$ cat config.mk
export PLATFORM = sky130hd
export DESIGN_NAME = m68k_dram_arbiter
export DESIGN_NICKNAME = d
export VERILOG_FILES = /design/src/rtl/m68k_mem_pkg.sv /design/src/rtl/m68k_arb_hold_counter.sv /design/src/rtl/m68k_dram_arbiter.sv
export SDC_FILE = /design/constraint.sdc
export NUM_CORES = 1
export LEC_CHECK = 0
export ABC_AREA = 1
export CAP_MARGIN = 20
export CORE_MARGIN = 4
export CORE_UTILIZATION = 25
export CTS_CLUSTER_DIAMETER = 60
export DETAILED_ROUTE_END_ITERATION = 8
export DONT_BUFFER_PORTS = 1
export PLACE_DENSITY = 0.41
export SKIP_LAST_GASP = 1
export SLEW_MARGIN = 40
export SYNTH_ARGS = -nofsm -noshare
export SYNTH_HDL_FRONTEND = slang
export SYNTH_SLANG_ARGS = --single-unit
$ cat constraint.sdc
create_clock -name Clock -period 1.8 [get_ports Clock]
set_input_delay 0.18 -clock Clock [delete_from_list [all_inputs] [get_ports Clock]]
set_output_delay 0.18 -clock Clock [all_outputs]
set_load 0.02 [all_outputs]
$ cat src/rtl/m68k_mem_pkg.sv
// Shared memory-subsystem definitions: bus widths, arbiter state encodings
// and grant identifiers.
package m68k_mem_pkg;
   localparam int ADDR_W = 32;
   localparam int DATA_W = 16;

   typedef enum logic [1:0] {
      ARB_IDLE = 2'd0,
      ARB_CPU  = 2'd1,
      ARB_DMA  = 2'd2,
      ARB_TURN = 2'd3
   } arb_state_e;

   localparam logic GNT_CPU = 1'b0;
   localparam logic GNT_DMA = 1'b1;
endpackage

$ cat src/rtl/m68k_arb_hold_counter.sv
// Counts completed DMA accesses (address-strobe rising edges) and saturates
// at MAX. The arbiter uses the max flag to decide when the CPU may preempt.
module m68k_arb_hold_counter #(
   parameter int  MAX = 16,
   localparam int CW  = $clog2(MAX + 1)
) (
   input  logic          Clock,
   input  logic          Reset_L,
   input  logic          en_i,
   input  logic          clr_i,
   input  logic          as_l_i,
   output logic [CW-1:0] count_o,
   output logic          max_o
);
   logic          as_d_q;
   logic [CW-1:0] count_q, count_d;
   logic          rise;

   // An access ends when AS_L returns high.
   assign rise = en_i && !as_d_q && as_l_i;

   always_comb begin
      count_d = count_q;
      if (clr_i)
         count_d = '0;
      else if (rise && (count_q != CW'(MAX)))
         count_d = count_q + 1'b1;
   end

   always_ff @(posedge Clock or negedge Reset_L) begin
      if (!Reset_L) begin
         as_d_q  <= 1'b1;
         count_q <= '0;
      end else begin
         as_d_q  <= as_l_i;
         count_q <= count_d;
      end
   end

   assign count_o = count_q;
   assign max_o   = (count_q == CW'(MAX));
endmodule

$ cat src/rtl/m68k_dram_arbiter.sv
// Round-robin arbiter sharing the DRAM controller between the cache controller
// and the DMA engine, with a turnaround gap and bounded DMA burst length.
module m68k_dram_arbiter
   import m68k_mem_pkg::*;
#(
   parameter int DMA_BURST_MAX = 16,
   parameter int TURNAROUND    = 1
) (
   input  logic              Clock,
   input  logic              Reset_L,
   input  logic              CpuSelect_L,
   input  logic              CpuAS_L,
   input  logic              CpuWE_L,
   input  logic              CpuUDS_L,
   input  logic              CpuLDS_L,
   input  logic [ADDR_W-1:0] CpuAddress,
   input  logic [DATA_W-1:0] CpuDataOut,
   output logic              CpuDtack_L,
   input  logic              DmaReq_H,
   output logic              DmaGnt_H,
   input  logic              DmaAS_L,
   input  logic              DmaWE_L,
   input  logic              DmaUDS_L,
   input  logic              DmaLDS_L,
   input  logic [ADDR_W-1:0] DmaAddress,
   input  logic [DATA_W-1:0] DmaDataOut,
   output logic              DmaDtack_L,
   output logic              DramSelect_L,
   output logic              DramAS_L,
   output logic              DramWE_L,
   output logic              DramUDS_L,
   output logic              DramLDS_L,
   output logic [ADDR_W-1:0] DramAddress,
   output logic [DATA_W-1:0] DramDataOut,
   input  logic              DtackFromDram_L,
   output logic [1:0]        ArbState
);
   localparam int HCW = $clog2(DMA_BURST_MAX + 1);

   arb_state_e     state_q;
   logic           last_grant_q;
   logic [2:0]     turn_cnt_q;
   logic [HCW-1:0] hold_count;
   logic           hold_max;
   logic           cpu_req;
   logic           dma_exit;

   assign cpu_req = !CpuSelect_L;

   // Release only between accesses: never while DmaAS_L is low.
   assign dma_exit = (state_q == ARB_DMA) && DmaAS_L &&
                     (!DmaReq_H || (hold_max && cpu_req));

   m68k_arb_hold_counter #(.MAX(DMA_BURST_MAX)) u_hold (
      .Clock   (Clock),
      .Reset_L (Reset_L),
      .en_i    (state_q == ARB_DMA),
      .clr_i   ((state_q != ARB_DMA) || dma_exit),
      .as_l_i  (DmaAS_L),
      .count_o (hold_count),
      .max_o   (hold_max)
   );

   always_ff @(posedge Clock or negedge Reset_L) begin
      if (!Reset_L) begin
         state_q      <= ARB_IDLE;
         last_grant_q <= GNT_DMA;
         turn_cnt_q   <= '0;
      end else begin
         case (state_q)
            ARB_IDLE:
               if (cpu_req && (!DmaReq_H || (last_grant_q == GNT_DMA)))
                  state_q <= ARB_CPU;
               else if (DmaReq_H)
                  state_q <= ARB_DMA;
            ARB_CPU:
               if (CpuSelect_L) begin
                  last_grant_q <= GNT_CPU;
                  state_q      <= ARB_TURN;
               end
            ARB_DMA:
               if (dma_exit) begin
                  last_grant_q <= GNT_DMA;
                  state_q      <= ARB_TURN;
               end
            default:
               if (turn_cnt_q == 3'(TURNAROUND - 1)) begin
                  turn_cnt_q <= '0;
                  state_q    <= ARB_IDLE;
               end else begin
                  turn_cnt_q <= turn_cnt_q + 3'd1;
               end
         endcase
      end
   end

   // Muxing decodes only the registered state, so reset deactivates outputs at once.
   always_comb begin
      DramSelect_L = 1'b1;
      DramAS_L     = 1'b1;
      DramWE_L     = 1'b1;
      DramUDS_L    = 1'b1;
      DramLDS_L    = 1'b1;
      DramAddress  = '0;
      DramDataOut  = '0;
      CpuDtack_L   = 1'b1;
      DmaDtack_L   = 1'b1;
      DmaGnt_H     = 1'b0;
      case (state_q)
         ARB_CPU: begin
            DramSelect_L = CpuSelect_L;
            DramAS_L     = CpuAS_L;
            DramWE_L     = CpuWE_L;
            DramUDS_L    = CpuUDS_L;
            DramLDS_L    = CpuLDS_L;
            DramAddress  = CpuAddress;
            DramDataOut  = CpuDataOut;
            CpuDtack_L   = DtackFromDram_L;
         end
         ARB_DMA: begin
            DmaGnt_H     = 1'b1;
            DramSelect_L = DmaAS_L;
            DramAS_L     = DmaAS_L;
            DramWE_L     = DmaWE_L;
            DramUDS_L    = DmaUDS_L;
            DramLDS_L    = DmaLDS_L;
            DramAddress  = DmaAddress;
            DramDataOut  = DmaDataOut;
            DmaDtack_L   = DtackFromDram_L;
         end
         default: ;
      endcase
   end

   assign ArbState = state_q;
endmodule
== Yosys cells after proc, flatten, opt, wreduce, memory -nomap -nowiden ==
Index checks and enable logic that the tools add are counted.
Storage, ports and cells
  input port bits: 109
  ROM bits: 0
  latch bits: 0
  memories kept: 0
  RAM bits: 0
  output and inout bits: 58
  bits in registers: 12
Cells by class
  $mul: 0
  divide/modulo/power cells: 0
  mux-type cells: 22
  $add $sub $neg: 2
  magnitude comparators: 0
  equal/unequal tests: 8
  shift-type cells: 0
  reductions and logical operators: 21
  bitwise gates (word level): 0
Operator list (number)
  $pmux W32 S2: 1
  $pmux W16 S2: 1
  $pmux W1 S2: 6
  $mux W2: 5
  $mux W5: 2
  $logic_and A1 B1 Y1: 7
  $ne A2 B2 Y1 const B: 3
  $pmux W2 S3: 1
  $add A5 B1 Y5 const B: 1
  $eq A5 B5 Y1 const B: 1
  $mux W1: 5
  $ne A5 B5 Y1 const B: 1
  $reduce_and A4 Y1: 1
  $reduce_bool A2 Y1: 2
  $reduce_bool A4 Y1: 1
  $add A3 B1 Y3 const B: 1
  $logic_not A1 Y1: 3
  $logic_not A3 Y1: 1
  $logic_or A1 B1 Y1: 3
  $mux W3: 1
  $ne A3 B3 Y1 const B: 1
  $reduce_and A3 Y1: 1
  $reduce_or A3 Y1: 1
  $eq A2 B1 Y1 const B: 1
  other kinds (2): 2

== Logic depth before layout (Yosys ltp) ==
  depth after elaboration: 6
  mapped depth: 11
  gate-level depth less buffers: 11

== Cells and area by module ==
Synthesis repeated with hierarchy kept, for this count alone.
Second synthesis, totals
  cells, all modules: 285
  area, all modules: 1636.6 um^2
By module, submodules not included
  m68k_dram_arbiter: cells each 236, area each 1238.7 um^2, seq. area each 151.4 um^2, times used 1
  m68k_arb_hold_counter: cells each 49, area each 397.9 um^2, seq. area each 151.4 um^2, times used 1

== Least setup slack after synthesis ==
No wires, ideal clock.
  path kind: flip-flop to output port
  start: register state_q[0] (netlist: ArbState[0])
  end: output port DramDataOut[14]
  path buffers: 2
  stages on the path, launching flop included: 7
  path slack: -0.071 ns
  arrival time: 1.691 ns
  cell sequence: dfrtp_1 inv_1 ha_1 buf_4 buf_2 nand2_1 a21oi_1
On the way
  word-level cells in the longest chain between the ends: 2
  elaborated cells between the ends (all ways): 3
  classes of those cells: eq/ne (2); mux (1)
RTL lines
  start: declaration: line m68k_dram_arbiter.sv:40  | arb_state_e state_q;
  start signal: assignment: line m68k_dram_arbiter.sv:66  | state_q <= ARB_IDLE;
  start signal: assignment: line m68k_dram_arbiter.sv:73  | state_q <= ARB_CPU;
  start signal: assignment: line m68k_dram_arbiter.sv:75  | state_q <= ARB_DMA;
  $eq A2 B2 Y1 / $eq A2 B1 Y1 (equally long branches): line m68k_dram_arbiter.sv:109  | case (state_q)
  $pmux W16 S2 (*): line m68k_dram_arbiter.sv:109
  end: declaration: line m68k_dram_arbiter.sv:34  | output logic [DATA_W-1:0] DramDataOut,
Every way passes the cells marked *; elsewhere a longest branch is shown, timed or not.

== Final worst setup path ==
  start: register state_q[1] (netlist: ArbState[1])
  end: output port DramUDS_L
On the way
  word-level cells in the longest chain between the ends: 2
  elaborated cells between the ends (all ways): 3
  classes of those cells: eq/ne (2); mux (1)
RTL lines
  $eq A2 B2 Y1 / $eq A2 B1 Y1 (equally long branches): line m68k_dram_arbiter.sv:109
  $pmux W1 S2 (*): line m68k_dram_arbiter.sv:109
  end: declaration: line m68k_dram_arbiter.sv:31  | output logic DramUDS_L,
Marked as above.

==> results <==
- The number of buffers on the longest clock path is 2.
- The number of cell instances on the worst register-to-register path is 9.
- Across all hold checks on the routed design, the worst slack comes to 0.0769 ns.
- The congestion estimate from routability-driven global placement came to 0.730.
- The via count is 1858.
- The total instance count after detailed placement is 352.
- The CTS tree is built.
- The clock latency on the worst-skew pair is 0.24 ns.
- The worst setup skew after layout is 0.00222 ns.
- Among all flip-flop cells after synthesis, the most frequent one is dfrtp_1.
- The worst setup path is captured at an output port.
- The total inserted antenna cells is 0.
- After layout, the worst setup slack is 0.0138 ns.
- The number of distinct standard cells referenced by the synthesized netlist is 23.
- Summed over all nets, the switching power comes to 2.88 mW.
- The area added between synthesis and finish is 50.2%.
- Measured against its own limit, the worst slew margin works out to 62.2%.
- Walking the worst path, the cells encountered are buf_4, ha_4, clkbuf_16, a221o_1.
- The portion of the clock cycle consumed by the worst path in the final layout is 99.2%.
- The busiest layer in global routing is met2.
- The via density per instance is 5.09.
- The remaining number of nets flagged by the antenna check after routing is 0.
- The final hold violation count is 0.
- The worst setup path is launched from a register.
- Setup violations remaining at the end of the flow were counted as 0.
- The number of placement rows is 28.
- The first-pass GRT wire length is 8.02 mm.
- The portion of synthesized cell area occupied by the leading cell type is 28.8%.
- The starting density of the core is 25.7%.
- The net count of the mapped netlist is 379.
- The setup slack at placement is 0.196 ns.
- The internal power is 2.19 mW.
- By startpoint and endpoint, the worst setup path is classified as register to output port.
- For this design, the slowest cell found on the critical path is a221o_1.
- The cell family contributing the most delay on the critical path is compound AO/OA/AOI/OAI gates.
- The library cell with the highest instance count after synthesis is nand2_1.
- Of all cell types, the one taking the most synthesized area is nand2_1.
- At the pin with the least slew margin, the transition time is 0.565 ns.
- The TritonCTS sink count is 12.
- The buffer and inverter count on the worst path is 2.
- The region available for standard cell placement spans 5920 sq um.
- The leakage dissipation is 0.899 nW.
- The violation count after the first detailed-route iteration is 64.
- The synthesized netlist occupies a cell area of 1520 sq um.
- For this design the ratio of total power to cell area is 2220 nW/um^2.
- The post-layout net count is 409.
- Counting buffers and inverters, the worst setup path is 4 cells deep.
- The run finished with clean final reports.
- The worst-case IR drop observed on VDD is 0.967 mV.
- Buffers inserted during clock tree synthesis total 3.
- The first TritonRoute pass finished after 4 iterations.
- The gate count of the mapped netlist is 261.
- Measured along the x axis, the die boundary spans 86.0 microns.
- The detailed-route DRC error count is 0.
- During placement, the flow inserted port buffers numbering 0.
- The synthesized design contains 0 enable-type register cells.
- Max-cap violations in this run came to 0.
- The die covers 7400 sq um.
- The met3 usage in global routing is 2.88%.
- The share of total power dissipated in sequential elements is 6.8%.
- The maximum number of pins on one net before global-route repair is 49.
- The commonest cells after synthesis are nand2_1, a21oi_1, inv_1, buf_2, dfrtp_1.
- Averaged over all synthesized cells, the footprint is 5.83 sq um.
- The total routed wirelength is 6.07 mm.
- The data required time at the worst endpoint is 1.62 ns.
- The share of synthesized registers carrying an async set or reset is 100%.
- The count of boundary I/O pins is 167.
- The maximum operating frequency is 560 MHz.
- The number of global-route vias before repair is 1637.
- The cell chosen for the clock root is clkbuf_8.
- The depth of the CTS H-tree is 1.
- The tightest min-delay check is of the primary input to register type.
- For this run, global-route usage on met1 was measured as 18.6%.
- During synthesis, Yosys emitted a total of 0 warnings.
- The global route total overflow is 0.
- The per-cell routed wire length is 16.6 microns.
- The highest cell delay on the worst timing path is 0.44 ns.
- The utilization of the core after routing is 38.6%.
- Setup repair after global routing could not meet its margin everywhere.
- The share of cells above drive strength 1 is 35.5%.
- The post-DP HPWL is 4.28 mm.
- Per report_power, the combinational group accounts for 87.3% of the total.
- The finished layout holds 365 standard cells, fillers aside.
- The number of antenna violations at the first check in global routing was 0.
- The critical-path maximum fanout is 15.
- The worst hold path depth is 2.
- The number of pins with negative max-slew slack in the final report is 0.
- Net switching is 56.8% of the power.
- Across every metal layer, demand over resource in global routing totals 13.3%.
- The clock period minus worst slack is 1.79 ns.
- The global routing usage on met2 is 21.5%.
- The clock edge transition at the registers on the reported setup and hold paths is 0.05 ns.
- Of the total power, the clock network draws 5.9%.
- Ranked by total cell area, the synthesized netlist is headed by nand2_1, a21oi_1, dfrtp_1.
- In this run, synthesis produced a sequential element count of 12.
- In this run the vertical extent of the chip is 86.0 microns.
- The sequential element share of the synthesized area is 19.9%.
- The arrival time reported for the critical path endpoint is 1.61 ns.
[metrics by stage]
stage | setup TNS [ns] | power [mW] | instance area, sq um
3_5_place_dp | 0 | 3.81 | 1910
4_1_cts | -0.188 | 4.38 | 2050
6_report | 0 | 5.07 | 2290
5_1_grt | -0.257 | 5.40 | 2290
2_1_floorplan | -1.27 | 2.88 | 1610
3_3_place_gp | 0 | 3.81 | 1910
[flip-flops by register name, summed over array words and instances (netlist names)]
signal / cells
ArbState: 2
turn_cnt_q: 3
u_hold.as_d_q: 1
last_grant_q: 1
u_hold.count_o: 5
[worst register-to-register path: cells and delay by family, from the launching register on]
family	cells	cell delay, ns
and+or+nand+nor	5	0.42
buffers and inverters	2	0.27
DFF	1	0.42
xor gates and xnor gates	1	0.12
adders and majority gates	1	0.21
[routing by layer]
layer	vias to the layer above	share of wire, %
met4	0	0
met5	-	0
met1	863	42
met2	97	49
met3	0	8.7
li1	898	-
[cell usage in the layout, fill, tap and decap left out, types with 4 or more instances in the layout]
cell type / n
a21oi_1: 10
buf_4: 32
nand2_1: 117
nor2_1: 8
nand3_1: 9
a21oi_2: 40
clkbuf_8: 4
ha_1: 6
buf_12: 4
inv_1: 11
clkbuf_16: 4
a21oi_4: 4
dfrtp_1: 10
[final cells by class]
class,instances,area [sq um]
tap,75,93.8
clock buffer,4,55.1
fill,596,3630
multi-input combinational,217,1310
timing repair buffer,43,468
inverter,14,57.6
sequential,12,303
[worst paths after layout]
kind	endpoint	slack (ns)	startpoint
worst max register to register	u_hold.count_o[3]$_DFFE_PN0P_	0.26	ArbState[0]$_DFFE_PN0P_
min in group asynchronous	u_hold.count_o[3]$_DFFE_PN0P_	0.37	Reset_L
worst max-delay path	DramUDS_L	0.01	ArbState[1]$_DFFE_PN0P_
max in group asynchronous	last_grant_q$_DFFE_PN1P_	1.06	Reset_L
worst min-delay path	last_grant_q$_DFFE_PN1P_	0.08	DmaAS_L
worst min register to register	last_grant_q$_DFFE_PN1P_	0.48	last_grant_q$_DFFE_PN1P_
[power by group through the flow]
stage | clock (mW) | combinational [mW] | sequential (mW)
2_1_floorplan | 0 | 2.50 | 0.377
4_1_cts | 0.304 | 3.74 | 0.335
3_3_place_gp | 0 | 3.47 | 0.339
3_5_place_dp | 0 | 3.47 | 0.340
5_1_grt | 0.321 | 4.74 | 0.347
6_report | 0.301 | 4.43 | 0.343
[what timing repair did]
| item | CTS | global route |
|---|---|---|
| endpoints found under the setup margin | 28 | 51 |
| cloned | 1 | 4 |
| endpoints found under the hold margin | 13 | 0 |
| hold buffers | 2 | 0 |
| resized for setup | 6 | 29 |
| pin swaps | 0 | 2 |
| buffers inserted | 0 | 2 |
[cell families after synthesis]
family,Yosys count,synth area share [%]
simple gates,141,38.9
compound gates,63,22.2
buf+inv,32,9.37
flops,12,19.9
fa+ha+maj,9,7.40
xor+xnor,4,2.30
Power figures use the tool's default switching activity.
